`src/rtl/key_debounce.sv`:
```
`default_nettype none
// ============================================================================
// Module      : key_debounce
// Description : Synchronizes and debounces a 4-bit active-low keypad column bus,
//               and counts qualification windows that were aborted.
// Revision    : 1.0 - initial release
// ============================================================================
module key_debounce #(
    parameter logic [15:0] DEBOUNCE_CYCLES = 16'd50000
) (
    input  logic       clock,
    input  logic       reset,
    input  logic [3:0] Column_raw,
    input  logic       Clear,
    output logic [3:0] Column,
    output logic       Changed,
    output logic       Busy,
    output logic [7:0] Bounce_count
);

    typedef enum logic [0:0] {
        ST_IDLE  = 1'b0,
        ST_CHECK = 1'b1
    } state_t;

    localparam logic [15:0] C_LAST_COUNT = DEBOUNCE_CYCLES - 16'd1;

    logic [3:0]  s1_q, s2_q;
    state_t      state_q, state_d;
    logic [3:0]  cand_q, cand_d;
    logic [15:0] cnt_q, cnt_d;
    logic [3:0]  column_q, column_d;
    logic        changed_q, changed_d;
    logic [7:0]  bounce_q, bounce_d;
    logic        w_bounce;

    always_comb begin
        state_d   = state_q;
        cand_d    = cand_q;
        cnt_d     = cnt_q;
        column_d  = column_q;
        changed_d = 1'b0;
        w_bounce  = 1'b0;

        case (state_q)
            ST_IDLE: begin
                if (s2_q != column_q) begin
                    cand_d  = s2_q;
                    cnt_d   = 16'd1;
                    state_d = ST_CHECK;
                end
            end
            ST_CHECK: begin
                if (s2_q == cand_q) begin
                    if (cnt_q == C_LAST_COUNT) begin
                        column_d  = cand_q;
                        changed_d = 1'b1;
                        cnt_d     = 16'd0;
                        state_d   = ST_IDLE;
                    end else begin
                        cnt_d = cnt_q + 16'd1;
                    end
                end else if (s2_q == column_q) begin
                    // Input fell back to the accepted value: abandon the window.
                    cnt_d    = 16'd0;
                    state_d  = ST_IDLE;
                    w_bounce = 1'b1;
                end else begin
                    cand_d   = s2_q;
                    cnt_d    = 16'd1;
                    w_bounce = 1'b1;
                end
            end
            default: begin
                state_d = ST_IDLE;
                cnt_d   = 16'd0;
            end
        endcase

        bounce_d = bounce_q;
        if (Clear) begin
            bounce_d = 8'd0;
        end else if (w_bounce && (bounce_q != 8'hFF)) begin
            bounce_d = bounce_q + 8'd1;
        end
    end

    always_ff @(posedge clock) begin
        if (reset) begin
            s1_q      <= 4'b1111;
            s2_q      <= 4'b1111;
            state_q   <= ST_IDLE;
            cand_q    <= 4'b1111;
            cnt_q     <= 16'd0;
            column_q  <= 4'b1111;
            changed_q <= 1'b0;
            bounce_q  <= 8'd0;
        end else begin
            s1_q      <= Column_raw;
            s2_q      <= s1_q;
            state_q   <= state_d;
            cand_q    <= cand_d;
            cnt_q     <= cnt_d;
            column_q  <= column_d;
            changed_q <= changed_d;
            bounce_q  <= bounce_d;
        end
    end

    assign Column       = column_q;
    assign Changed      = changed_q;
    assign Busy         = (state_q == ST_CHECK);
    assign Bounce_count = bounce_q;

endmodule
`default_nettype wire

```
`config.mk`:
```
export PLATFORM = sky130hd
export DESIGN_NAME = key_debounce
export DESIGN_NICKNAME = d
export VERILOG_FILES = /design/src/rtl/key_debounce.sv
export SDC_FILE = /design/constraint.sdc
export NUM_CORES = 1
export LEC_CHECK = 0
export CAP_MARGIN = 20
export CORE_MARGIN = 2
export CORE_UTILIZATION = 59
export DETAILED_ROUTE_END_ITERATION = 16
export PLACE_DENSITY = 0.91
export RECOVER_POWER = 50
export SYNTH_ARGS = -nofsm -noshare
export SYNTH_HDL_FRONTEND = slang
export SYNTH_SLANG_ARGS = --single-unit
```
`constraint.sdc`:
```
create_clock -name clock -period 4.2 [get_ports clock]
set_clock_uncertainty 0.05 [all_clocks]
set_input_delay 0.84 -clock clock [delete_from_list [all_inputs] [get_ports clock]]
set_output_delay 0.84 -clock clock [all_outputs]
set_load 0.1 [all_outputs]
```
# == After elaboration in Yosys (flattened, before gate mapping) ==
# Cells that the tools add are included.
# op_classes
reduce_logical,5
muxes,17
add_sub_neg,2
n_bitwise,2
n_eq_ne,8
# op_table
operator,count
2-to-1 mux 16 bit,3
case mux 16 bit (2 select lines),1
adder 16 x 1 -> 16 bit (second input constant),1
equality test 16 bit (second input constant),1
2-to-1 mux 4 bit,3
adder 8 x 1 -> 8 bit (second input constant),1
equality test 4 bit,2
2-to-1 mux 1 bit,8
!= test 8 bit (second input constant),1
case mux 4 bit (2 select lines),1
!= test 2 bit (second input constant),3
AND reduction 3 bit,2
!= test 4 bit,1
OR reduction 3 bit,1
NOT 1 bit,2
case mux 1 bit (2 select lines),1
OR reduction 2 bit,1
logical AND 1 bit,1
# word_totals
word_cells,42
inputBits,7
out_inout_bits,14
register_bits,42

# == Logic depth before layout (Yosys ltp) ==
# depth
depth_word,4
ltp_mapped,9

# == Least setup slack after synthesis ==
# OpenSTA, ideal clock, no wires.
# synth_path
path_type,register to register
from,register bounce_q[0] (netlist: Bounce_count[0])
to,register bounce_q[5] (netlist: Bounce_count[5])
setup_ns,0.124
synth_period_minus_slack_ns,2.381
stages_incl_launch_ff,7
arrival_time_ns,2.206
required_ns,4.026
slack_ns,1.819
path_cell_list,dfxtp_1 -> ha_1 -> nand3_1 -> o211ai_1 -> nor3_1 -> xnor2_1 -> nor2_1
# synth_via
elab_chain_len,2
word_cells_on_any_way,3
classes_between,add/sub: 1; eq/ne: 1; reduce/logical: 1
# synth_rtl
item,line,source
from (decl),34,"logic [7:0] bounce_q, bounce_d;"
from (signal assigned),106,bounce_q <= bounce_d;
"parallel branches: the longest is 2 deep, another holds adder 8 x 1 -> 8 bit",n/a,
# Parallel ways; which one is timed is not known.
# A chain may end at the register's enable or synchronous reset.

# == Worst setup path after layout ==
# layout_path
from,register bounce_q[2] (netlist: Bounce_count[2])
to,output port Bounce_count[2]
# layout_rtl
item,line,source
to (decl),18,output logic [7:0] Bounce_count
# No word-level cell between the ends.

==> results.ini <==
[sta]
timing.final.ws_setup_ns=1.33
rsz0062_at_grt=false
holdWs_ns=0.373
period_needed_ns=2.87
tightest_slew_ns=1.34
slew_violations=0
tns_ns=0
setup_viol=0
max_freq_mhz=348
hold_viol_final=0
period_share=0.683
slew_headroom=0.104

[place]
gp_congestion=0.781
hpwl_um=2780
port_buffers=20
post-place-cells=277
dp_slack_ns=1.71

[yosys]
avgSynthCellArea_um2=8.68
yosysMostFrequentCell=dfxtp_1
yosysTopAreaCell=dfxtp_1
ys_types=39
netlist_instances=221
yosys_warnings=0
yosys-top-cells-count=dfxtp_1, nor2_1, a21oi_1
async_flop_share=0
synth_edf_count=0
synth-seq-cells=42
synth_area_leaders=dfxtp_1, xnor2_1, nor2_1
synth_fp_nets=230
synth_ff_type=dfxtp_1
synth_top_area_frac=0.438
seq_area_frac_synth=0.438
synth_area_mm2=0.00192

[critical_path]
crit_fanout=6
cp.arrival_ns=1.98
crit_buf_inv=1
r2r_cells=6
slowest_stage=clkdlybuf4s50_1
end_kind=output pin
r2r_end=cnt_q[8]
max_stage_delay_ns=1.18
r2r_setup_slack_ns=1.77
critical_path.startpoint=Bounce_count[2]
crit_chain=clkdlybuf4s50_1
cpLargestDelayFamily=buffers and inverters
crit-reg2reg-launch=cnt_q[4]
crit_type=reg2out
required_ns=3.31
crit_path_start_kind=register

[detailed_routing]
ant_nets=0
vias=1668
routedWlPerCell_um=13.9
vias_per_cell=5.85
drcViolationCount=0
routed_wl_um=3970
drt_iter0_markers=154
dr.pass1.iters=4

[pwr]
p_per_area_mw_per_mm2=347
power_frac_comb=0.127
p_total_uw=767
swShare=0.255
p_clk_frac=0.328
p_int_uw=572
power_switching_uw=196
seq_power_share=0.545
irDropWorstVdd_mv=0.269
power.leakage_nw=0.797

[global_routing]
antenna_found_initial=0
grt_pass1_wl_um=6670
overflow=0
grt_pass1_vias=1576
grt_max_degree=36
grt_util_all_layers=0.240

[cts]
htreeDepth=2
cts_setup_buffers=0
clk_pin_slew_ns=0.11
ctsResizeCount=0
clkLatencyLatePin_ns=0.35
cts_root_buffer=clkbuf_4
clockBufferDepth=2
cts_tree=built
clock_sinks=42
ctsHoldBuffers=0
cts_made_buffers=5

[floorplan]
start_util=0.624
rows=20
dieHeight_um=61.0
num_io_pins=21
dieArea_mm2=0.00373
die_w_um=61.0
design.core.area_mm2=0.00308

[outcome]
run_status=complete, no violations

[flow_run]
maxCapViolCount=0

[cells_and_area]
diodes=0
areaGrowthSynthToFinish_pct=15.2
drive_gt1_frac=0.0705
filler_cell_count=232
layout.nets=249
instances_no_fill=285

[worst_hold_path]
worstHoldStart=s1_q[3]
worstHoldEndpoint=s2_q[3]
hold_path.class=reg2reg
worstHoldPathCells=1

[worst max path at each step]
stage	end	depth (start not counted)
global placement	Bounce_count[2]	1
CTS	Bounce_count[2]	1
detailed placement	Bounce_count[2]	1
finish	Bounce_count[2]	1
global route	Bounce_count[2]	4
floorplan	Bounce_count[5]	6
[cells by family after synthesis]
| logic type | count (synthesis) | synth area share |
|---|---|---|
| buf+inv | 14 | 0.0339 |
| compound gates | 46 | 0.147 |
| fa+ha+maj | 2 | 0.0130 |
| flops | 42 | 0.438 |
| simple gates | 104 | 0.308 |
| mux | 1 | 0.00522 |
| xor+xnor | 12 | 0.0548 |
[final cells by class]
class | count | area (µm²) | share of cell area
multi-input cells | 165 | 1010 | 0.458
flip-flops and latches | 42 | 841 | 0.380
repair buffers | 22 | 211 | 0.0956
well taps | 44 | 55.1 | 0.0249
clock buffers | 7 | 45.0 | 0.0204
clock inverters | 1 | 30.0 | 0.0136
inverters | 4 | 15.0 | 0.00679
[layer usage]
layer,global-route usage,wire length (µm),vias to the layer above
li1,-,-,837
met1,0.296,1810,789
met2,0.403,1920,35
met3,0.0504,170,7
met4,0.109,62,0
met5,0,0,-
[cell usage in the layout (no fill, tap or decap), types with 7 or more instances in the layout]
cell type         n
a21oi_1          17
nor2_1           23
a21o_1            7
dfxtp_1          42
or2_2             8
nand3_1          11
nand3b_1          7
and3_1            8
xnor2_1          11
nor3_1            8
nand2_1          12
or3_1             7
clkdlybuf4s50_1  19
[flip-flops by register name, indices dropped and copies added (netlist names)]
name / count
Bounce_count: 8
Busy: 1
Changed: 1
Column: 4
cand_q: 4
cnt_q: 16
s1_q: 4
s2_q: 4
[power groups by stage]
stage	logic, mW	clock network [mW]	registers (mW)
after global placement	0.0938	0	0.427
after CTS	0.0976	0.253	0.419
after detailed placement	0.0973	0	0.428
after global routing	0.107	0.269	0.420
final	0.0974	0.251	0.419
after floorplan	0.0640	0	0.438
[per-stage QoR]
stage,utilization,cell area [µm²]
after floorplan,-,1920
after global placement,0.695,2140
after detailed placement,0.695,2140
after CTS,0.720,2210
after global routing,0.718,2210
final,0.718,2210
Note: power is estimated with default switching activity, not from simulation.
